$ cat config.mk
export PLATFORM = sky130hd
export DESIGN_NAME = multi_pulse_identifier
export DESIGN_NICKNAME = d
export VERILOG_FILES = /design/src/rtl/pulse_id_pkg.sv /design/src/rtl/multi_pulse_identifier_arbiter.sv /design/src/rtl/multi_pulse_identifier.sv
export SDC_FILE = /design/constraint.sdc
export NUM_CORES = 1
export LEC_CHECK = 0
export ABC_AREA = 1
export CORE_MARGIN = 2
export CORE_UTILIZATION = 50
export DETAILED_ROUTE_END_ITERATION = 12
export PLACE_DENSITY = 0.87
export SYNTH_ARGS = -nofsm -noshare
export SYNTH_HDL_FRONTEND = slang
export SYNTH_HIERARCHICAL = 1
export SYNTH_SLANG_ARGS = --single-unit
$ cat constraint.sdc
create_clock -name clk_96MHz -period 4.5 [get_ports clk_96MHz]
set_clock_uncertainty 0.2 [all_clocks]
set_input_delay 1.125 -clock clk_96MHz [delete_from_list [all_inputs] [get_ports clk_96MHz]]
set_output_delay 1.125 -clock clk_96MHz [all_outputs]
set_load 0.02 [all_outputs]
$ cat src/rtl/pulse_id_pkg.sv
// Shared definitions for the multi-sensor pulse identifier: default widths,
// controller state encoding and the timeout timer width helper.
package pulse_id_pkg;

    localparam int DATA_W_DEF = 17;
    localparam int TS_W_DEF   = 24;

    typedef enum logic [2:0] {
        IDLE        = 3'd0,
        WAIT_SECOND = 3'd1,
        POLY_REQ    = 3'd2,
        POLY_WAIT   = 3'd3,
        OFFS_REQ    = 3'd4,
        OFFS_WAIT   = 3'd5,
        READY       = 3'd6,
        FLUSH       = 3'd7
    } state_t;

    // The timer only has to hold values up to ticks-1.
    function automatic int timer_width(input int ticks);
        return (ticks > 2) ? $clog2(ticks) : 1;
    endfunction

endpackage

$ cat src/rtl/multi_pulse_identifier_arbiter.sv
// Combinational lowest-index arbiter over the unmasked decoder channels.
module channel_arbiter
    import pulse_id_pkg::*;
#(
    parameter int NUM_SENSORS = 4,
    parameter int IDX_W       = 2
) (
    input  logic [NUM_SENSORS-1:0] request,
    input  logic [NUM_SENSORS-1:0] mask,
    output logic [IDX_W-1:0]       index,
    output logic                   found
);

    // Scanning downwards lets the lowest eligible channel overwrite the result last.
    always_comb begin
        index = '0;
        found = 1'b0;
        for (int i = NUM_SENSORS - 1; i >= 0; i--) begin
            if (request[i] && !mask[i]) begin
                index = IDX_W'(i);
                found = 1'b1;
            end
        end
    end

endmodule

$ cat src/rtl/multi_pulse_identifier.sv
// Pairs the first two decoded LFSR words from distinct sensors, runs the external
// polynomial/offset finders and publishes per-sensor pulse IDs.
// Optional saturating error counter: define PULSE_ID_ERRCNT_EN.
module multi_pulse_identifier
    import pulse_id_pkg::*;
#(
    parameter int NUM_SENSORS   = 4,
    parameter int TIMEOUT_TICKS = 100000,
    parameter int DATA_W        = DATA_W_DEF,
    parameter int TS_W          = TS_W_DEF
) (
    input  logic                          clk_96MHz,
    input  logic                          reset_n,
    input  logic [NUM_SENSORS-1:0]        data_available,
    input  logic [NUM_SENSORS*TS_W-1:0]   ts_data,
    input  logic [NUM_SENSORS*DATA_W-1:0] decoded_data,
    output logic [NUM_SENSORS-1:0]        decoder_clear,
    output logic                          poly_start,
    output logic [DATA_W-1:0]             poly_first_data,
    output logic [DATA_W-1:0]             poly_second_data,
    output logic [TS_W-1:0]               poly_first_ts,
    output logic [TS_W-1:0]               poly_second_ts,
    input  logic                          poly_done,
    input  logic [DATA_W-1:0]             poly_polynomial,
    input  logic [DATA_W-1:0]             poly_iteration,
    output logic                          offs_start,
    input  logic                          offs_done,
    input  logic [DATA_W-1:0]             offs_offset,
    output logic [DATA_W-1:0]             polynomial,
    output logic [NUM_SENSORS*DATA_W-1:0] pulse_id,
    output logic [NUM_SENSORS-1:0]        pulse_valid,
    output logic                          ready,
    input  logic                          ack,
    output logic [7:0]                    error_count
);

    localparam int IDX_W = $clog2(NUM_SENSORS);
    localparam int TMR_W = timer_width(TIMEOUT_TICKS);
    localparam logic [TMR_W-1:0] TIMER_LAST = TMR_W'(TIMEOUT_TICKS - 1);

    state_t                  state, next_state;
    logic [TMR_W-1:0]        timer;
    logic [IDX_W-1:0]        first_ch, second_ch;
    logic [NUM_SENSORS-1:0]  captured;
    logic [NUM_SENSORS-1:0]  clear_reg;
    logic [DATA_W-1:0]       iteration;
    logic [DATA_W-1:0]       id_q [NUM_SENSORS];
    logic [DATA_W-1:0]       word_in [NUM_SENSORS];
    logic [TS_W-1:0]         ts_in [NUM_SENSORS];
    logic [IDX_W-1:0]        pick_idx;
    logic                    pick_found;
    logic [NUM_SENSORS-1:0]  pick_onehot;
    logic                    timeout_hit;

    always_comb begin
        pulse_id = '0;
        for (int i = 0; i < NUM_SENSORS; i++) begin
            word_in[i] = decoded_data[i*DATA_W +: DATA_W];
            ts_in[i]   = ts_data[i*TS_W +: TS_W];
            pulse_id[i*DATA_W +: DATA_W] = id_q[i];
        end
    end

    // Captured channels and those whose clear is in flight are not eligible as second.
    channel_arbiter #(
        .NUM_SENSORS (NUM_SENSORS),
        .IDX_W       (IDX_W)
    ) u_arbiter (
        .request (data_available),
        .mask    (captured | clear_reg),
        .index   (pick_idx),
        .found   (pick_found)
    );

    assign pick_onehot = NUM_SENSORS'(1) << pick_idx;
    assign timeout_hit = (timer == TIMER_LAST);

    always_ff @(posedge clk_96MHz or negedge reset_n) begin
        if (!reset_n) state <= IDLE;
        else          state <= next_state;
    end

    always_comb begin
        next_state = state;
        case (state)
            IDLE:        if (pick_found) next_state = WAIT_SECOND;
            WAIT_SECOND: begin
                if (pick_found)       next_state = POLY_REQ;
                else if (timeout_hit) next_state = FLUSH;
            end
            POLY_REQ:    next_state = POLY_WAIT;
            POLY_WAIT:   if (poly_done) next_state = (poly_polynomial == '0) ? FLUSH : OFFS_REQ;
            OFFS_REQ:    next_state = OFFS_WAIT;
            OFFS_WAIT:   if (offs_done) next_state = (offs_offset == '0) ? FLUSH : READY;
            READY:       if (ack) next_state = FLUSH;
            FLUSH:       next_state = IDLE;
            default:     next_state = IDLE;
        endcase
    end

    // FLUSH drains whatever arrived meanwhile; captured channels were cleared already.
    always_comb begin
        poly_start    = (state == POLY_REQ) || (state == POLY_WAIT);
        offs_start    = (state == OFFS_REQ) || (state == OFFS_WAIT);
        ready         = (state == READY);
        decoder_clear = clear_reg;
        if (state == FLUSH) decoder_clear = clear_reg | (data_available & ~captured);
    end

    always_ff @(posedge clk_96MHz or negedge reset_n) begin
        if (!reset_n) begin
            timer            <= '0;
            first_ch         <= '0;
            second_ch        <= '0;
            captured         <= '0;
            clear_reg        <= '0;
            iteration        <= '0;
            polynomial       <= '0;
            pulse_valid      <= '0;
            poly_first_data  <= '0;
            poly_second_data <= '0;
            poly_first_ts    <= '0;
            poly_second_ts   <= '0;
            for (int i = 0; i < NUM_SENSORS; i++) id_q[i] <= '0;
        end else begin
            clear_reg <= '0;
            case (state)
                IDLE: begin
                    if (pick_found) begin
                        poly_first_data <= word_in[pick_idx];
                        poly_first_ts   <= ts_in[pick_idx];
                        first_ch        <= pick_idx;
                        captured        <= pick_onehot;
                        clear_reg       <= pick_onehot;
                        timer           <= '0;
                    end
                end
                WAIT_SECOND: begin
                    if (pick_found) begin
                        poly_second_data <= word_in[pick_idx];
                        poly_second_ts   <= ts_in[pick_idx];
                        second_ch        <= pick_idx;
                        captured         <= captured | pick_onehot;
                        clear_reg        <= pick_onehot;
                    end else if (!timeout_hit) begin
                        timer <= timer + 1'b1;
                    end
                end
                POLY_WAIT: begin
                    if (poly_done && (poly_polynomial != '0)) begin
                        polynomial <= poly_polynomial;
                        iteration  <= poly_iteration;
                    end
                end
                OFFS_WAIT: begin
                    if (offs_done && (offs_offset != '0)) begin
                        for (int i = 0; i < NUM_SENSORS; i++) begin
                            if (IDX_W'(i) == first_ch)       id_q[i] <= offs_offset;
                            else if (IDX_W'(i) == second_ch) id_q[i] <= offs_offset + iteration;
                            else                             id_q[i] <= '0;
                        end
                        pulse_valid <= captured;
                    end
                end
                FLUSH: begin
                    timer            <= '0;
                    first_ch         <= '0;
                    second_ch        <= '0;
                    captured         <= '0;
                    iteration        <= '0;
                    polynomial       <= '0;
                    pulse_valid      <= '0;
                    poly_first_data  <= '0;
                    poly_second_data <= '0;
                    poly_first_ts    <= '0;
                    poly_second_ts   <= '0;
                    for (int i = 0; i < NUM_SENSORS; i++) id_q[i] <= '0;
                end
                default: ;
            endcase
        end
    end

`ifdef PULSE_ID_ERRCNT_EN
    function automatic logic [7:0] sat_inc(input logic [7:0] value);
        return (value == 8'hFF) ? value : value + 8'd1;
    endfunction

    logic       error_event;
    logic [7:0] err_q;

    assign error_event = ((state == WAIT_SECOND) && !pick_found && timeout_hit) ||
                         ((state == POLY_WAIT) && poly_done && (poly_polynomial == '0)) ||
                         ((state == OFFS_WAIT) && offs_done && (offs_offset == '0));

    always_ff @(posedge clk_96MHz or negedge reset_n) begin
        if (!reset_n)         err_q <= 8'd0;
        else if (error_event) err_q <= sat_inc(err_q);
    end

    assign error_count = err_q;
`else
    assign error_count = 8'd0;
`endif

endmodule

### After elaboration in Yosys (flattened, before gate mapping)

Index checks and enable logic that the tools add are counted.

| cells by class | value |
|---|---|
| equality and inequality tests | 24 |
| shifts and indexed selects | 1 |
| multipliers | 0 |
| reduce and logical (&&, ||, !) cells | 32 |
| div/mod/pow operators | 0 |
| $add $sub $neg | 2 |
| magnitude comparators | 1 |
| bitwise logic cells | 6 |
| multiplexer cells | 58 |

Operators by type and width:

| cell | number |
|---|---|
| 17-bit 2-to-1 mux | 16 |
| 17-bit case mux with 2 select lines | 4 |
| 68-bit case mux with 2 select lines | 1 |
| 24-bit case mux with 2 select lines | 2 |
| 24-bit 2-to-1 mux | 3 |
| 68-bit 2-to-1 mux | 1 |
| 17-bit case mux with 3 select lines | 1 |
| 24-bit binary-select mux with 2-bit select | 1 |
| 17-bit binary-select mux with 2-bit select | 1 |
| 17-bit logical NOT | 2 |
| 17-bit nonzero test | 2 |
| 4-bit 2-to-1 mux | 6 |
| 3-bit case mux with 8 select lines | 1 |
| 3-bit 2-to-1 mux | 6 |
| 17-bit by 1-bit adder with 17-bit output (second input constant) | 1 |
| 17-bit adder | 1 |
| 17-bit equality test (second input constant) | 1 |
| 3-bit equality test (second input constant) | 4 |
| 2-bit 2-to-1 mux | 6 |
| 2-bit inequality test (second input constant) | 6 |
| 4-bit OR | 3 |
| 4-bit case mux with 3 select lines | 1 |
| 2-bit equality test (first input constant) | 4 |
| 2-bit case mux with 2 select lines | 2 |
| 24 further kinds | 48 |

| storage, ports and cells | value |
|---|---|
| output and inout bits | 186 |
| memories kept | 0 |
| bits in registers | 220 |
| ROM bits | 0 |
| input bits | 224 |
| latch bits | 0 |
| memory bits (writable) | 0 |

### Longest topological paths before layout

| logic depth | value |
|---|---|
| depth after elaboration | 13 |
| mapped depth | 17 |

### Hierarchy

Netlist, hierarchy kept.

Modules (own cells, without submodules):

| module | area each (um^2) | cells each | instances |
|---|---|---|---|
| multi_pulse_identifier | 12072.8 | 1612 | 1 |
| channel_arbiter | 75.1 | 17 | 1 |

### Worst setup path after synthesis

No wires, ideal clock.

| timing path | value |
|---|---|
| path kind | input to register |
| from | input offs_offset[0] |
| to | register id_q (netlist bit pulse_id[65]) |
| setup slack | 1.735 ns |
| stages | 15 |
| arrival | 2.449 ns |
| cell sequence | ha_1 -> inv_1 -> fa_1 -> inv_1 -> nand2_1 -> nand2_1 -> nand3_1 -> nand2_1 -> nand2_1 -> nand2_1 -> nand2_1 -> nand3_1 -> nand2_1 -> nand2_1 -> nand2_1 |

| on the way | value |
|---|---|
| word-level cells in the longest chain between the ends | 5 |
| elaborated cells between the ends (all ways) | 9 |
| those cells by class | 1 x add/sub; 1 x eq/ne; 4 x mux; 3 x reduce/logical |

Ends and longest elaborated chain:

| element | RTL line | text |
|---|---|---|
| start, declared | multi_pulse_identifier.sv:28 | `input logic [DATA_W-1:0] offs_offset,` |
| 17-bit adder | multi_pulse_identifier.sv:159 | `else if (IDX_W'(i) == second_ch) id_q[i] <= offs_offset + iteration;` |
| 17-bit 2-to-1 mux | multi_pulse_identifier.sv:159 |  |
| 17-bit 2-to-1 mux | multi_pulse_identifier.sv:158 | `if (IDX_W'(i) == first_ch) id_q[i] <= offs_offset;` |
| 68-bit 2-to-1 mux | multi_pulse_identifier.sv:156 | `if (offs_done && (offs_offset != '0)) begin` |
| 68-bit case mux with 2 select lines | multi_pulse_identifier.sv:127 | `case (state)` |
| end signal, assigned by index | multi_pulse_identifier.sv:158 |  |
| end signal, assigned by index | multi_pulse_identifier.sv:159 |  |
| end, declared | multi_pulse_identifier.sv:47 | `logic [DATA_W-1:0] id_q [NUM_SENSORS];` |

Parallel ways exist; a longest one is shown, timed or not. The select of a mux whose other input is x is not followed.
A chain may end at the register's enable or synchronous reset.

### Worst setup path after layout

| timing path | value |
|---|---|
| from | register state[1] |
| to | output decoder_clear[0] |

| on the way | value |
|---|---|
| word-level cells in the longest chain between the ends | 2 |

Ends and longest elaborated chain:

| element | RTL line | text |
|---|---|---|
| start, declared | multi_pulse_identifier.sv:41 | `state_t state, next_state;` |
| start signal, assigned | multi_pulse_identifier.sv:80 | `else state <= next_state;` |
| 3-bit equality test | multi_pulse_identifier.sv:107 | `if (state == FLUSH) decoder_clear = clear_reg \| (data_available & ~captured);` |
| 4-bit 2-to-1 mux | multi_pulse_identifier.sv:107 |  |
| end, declared | multi_pulse_identifier.sv:17 | `output logic [NUM_SENSORS-1:0] decoder_clear,` |

Every way passes these cells.

==> results.cfg <==
[floorplan]
rows = 57
fp.dieW_um = 159.9
io_pins = 410
initial_core_util_pct = 50.39
die-area_sq_mm = 0.02556
die_h_um = 159.9
core_sq_mm = 0.02411

[critical_path]
cp.arrival_ns = 2.55
worst-path-max-fanout = 8
reg2regPathDepth = 13
critPathCaptureType = output port
crit_path_start_kind = flip-flop
cp_data_required_time_ns = 3.17
crit_type = reg2out
r2r_setup_slack_ns = 1.78

[timing]
setup_viol = 0
post-route-period-util_pct = 86.06
hold_slack_ns = 0.2830
finalHoldViolations = 0
fmax_ghz = 0.2582
slew_violations = 0
worstMarginPinSlew_ns = 1.068
fin_setup_tns_ns = 0
post-route-min-period_ns = 3.873
slew_headroom_pct = 28.56
rsz0062_at_grt = no

[hold_path]
holdPathStages = 2
hold_path_class = reg2reg

[cts]
ctsResizeCount = 0
clkTransAtPathRegs_ns = 0.07
hold_buffers = 0
clock-sinks = 220
cts_root_buf = clkbuf_16
postCtsSetupRepairBufs = 0
cts_tree = yes
clock_latency_ns = 0.52
numCtsBuffers = 25
htree_levels = 1
cts.path.max_buffers = 3

[cells_and_area]
nets = 2231
drive_gt1_share_pct = 5.030
syn2layout_area_growth_pct = 41.96
insertedDiodeCount = 0
fill_cells = 1974
largest_reg_flops = 68

[drt]
drc = 0
wl_per_cell_um = 18.90
firstDrtPassIters = 8
first_iter_violations = 1215
avgViaCountPerCell = 5.636
vias = 13144
wl_um = 44070
detail-route-antenna-nets = 0

[job]
maxCapViolCount = 0

[logic_synthesis]
synth_area_sq_mm = 0.01215
ys_ff_latch = 220
synthCells = 1629
ys_types = 38
yosys_warnings = 6
synth_seq_area_share_pct = 45.32
syn_area_per_cell_sq_um = 7.457

[placement]
place.gp.congestion = 0.9577
io_buffers = 401
post-dp-hpwl_um = 33430

[global_route]
antenna_found_initial = 0
grt_pass1_vias = 12568
grt_use_total_pct = 33.76
grt.overflow.total = 0
grt_max_degree = 97
grt_pass1_wl_um = 68720

[power_and_ir_drop]
ir_worst_vdd_v = 0.0004324
p_per_area_mw_per_mm2 = 680.1
power_leakage_nw = 8.219

[outcome]
outcome = finished, final reports clean
-- worst max-delay path, cell delays in order, from the launching register on --
cell and delay, ns:
dfrtp_1 0.49, nand2_1 0.16, nor2_4 0.45, nand3_1 0.14, nand2_1 0.16, clkdlybuf4s50_1 0.62
-- layout by cell type, fill, tap and decap left out, types with 4 or more instances in the layout --
cell             netlist  layout
a22oi_1               53      53
nor2_1                44      42
o31ai_1                4       4
inv_1                121     121
buf_12                 0       4
nor2_2                 6       4
dfrtp_1              220     220
ha_1                  17      17
nand3b_1               5       5
o21ai_0              130     130
a21oi_1               45      45
buf_4                 14      15
nor3_1                16      16
nand2_1              514     514
inv_2                  8       8
conb_1                 1       8
bufinv_16              0       5
or2_2                  6       6
clkinvlp_4             0       4
clkbuf_16              0      25
nand2_2                4       4
o22ai_1                4       4
o21ai_1               37      37
nand3_1              259     259
nor2_4                 1       5
nand4_1               16      16
clkdlybuf4s50_1        0     400
xor2_1                 7       7
clkinv_2               0       4
-- power by group --
part	total (mW)	internal, mW	switching [mW]
logic	6.35	2.33	4.02
clock network	2.23	1.35	0.878
registers	3.15	2.69	0.460
total	11.7	6.37	5.36
-- synthesized netlist by cell type, drive strengths merged --
master / count / area share [%]
a22oi: 53 / 3.3
conb: 1 / 0.031
o211ai: 2 / 0.12
nand3b: 5 / 0.31
nor2: 52 / 1.9
inv: 131 / 4.1
o21ai: 167 / 6.9
nor4: 1 / 0.052
or2: 6 / 0.31
a31o: 2 / 0.14
xnor2: 3 / 0.22
ha: 17 / 1.8
buf: 49 / 2.6
a21oi: 46 / 1.9
nand4: 16 / 0.82
a211oi: 2 / 0.12
o31ai: 4 / 0.25
nand2: 519 / 16
o22ai: 4 / 0.21
nand3: 259 / 11
fa: 1 / 0.16
xor2: 7 / 0.50
clkbuf: 45 / 1.4
dfrtp: 220 / 45
nor3: 17 / 0.74
-- layout make-up --
cell class              count  area (sq um)  share of cell area, %
clock buffers              27         653.1                  3.787
repair buffers            420          4212                  24.42
inverters                 131         496.7                  2.880
multi-input cells        1191          5720                  33.17
flip-flops and latches    220          5505                  31.92
clock inverters            19         252.7                  1.466
well taps                 324         405.4                  2.351
-- cell families after synthesis --
family,count (synthesis),synth area share [%]
other,1,0.03087
DFF,220,45.32
adders and majority gates,18,1.916
buffers and inverters,225,8.075
AOI/OAI and AO/OA,280,12.93
xor gates and xnor gates,10,0.7210
and+or+nand+nor,875,31.01
-- final timing paths --
| check | endpoint | startpoint |
|---|---|---|
| max | decoder_clear[0] | state[1]$_DFFE_PN0P_ |
| min | poly_second_ts[18]$_DFFE_PN0P_ | poly_second_ts[18]$_DFFE_PN0P_ |
| max reg2reg | poly_first_ts[2]$_DFFE_PN0P_ | captured[2]$_DFFE_PN0P_ |
| min reg2reg | poly_second_ts[18]$_DFFE_PN0P_ | poly_second_ts[18]$_DFFE_PN0P_ |
| max in group asynchronous | poly_second_data[12]$_DFFE_PN0P_ | reset_n |
| min in group asynchronous | poly_first_ts[6]$_DFFE_PN0P_ | reset_n |
-- layer usage --
metal,part of all wire [%],routed length (um),vias up,global-route usage [%]
li1,-,-,6128,-
met1,38,16820,6242,42.57
met2,50,21860,671,59.09
met3,9.0,3954,103,6.883
met4,3.3,1440,0,9.541
met5,0,0,-,0
-- stage by stage --
step	utilization [%]	std cells	instance area [sq um]	setup WS, ns	power, mW
2_1_floorplan	-	1636	12170	1.735	6.841
3_3_place_gp	67.78	2286	16340	0.6694	9.285
3_5_place_dp	67.78	2286	16340	0.6653	9.431
4_1_cts	71.54	2332	17250	0.5831	11.71
5_1_grt	71.54	2332	17250	0.5166	12.42
6_report	71.54	2332	17250	0.6273	11.73
Note: power is estimated with default switching activity, not from simulation.
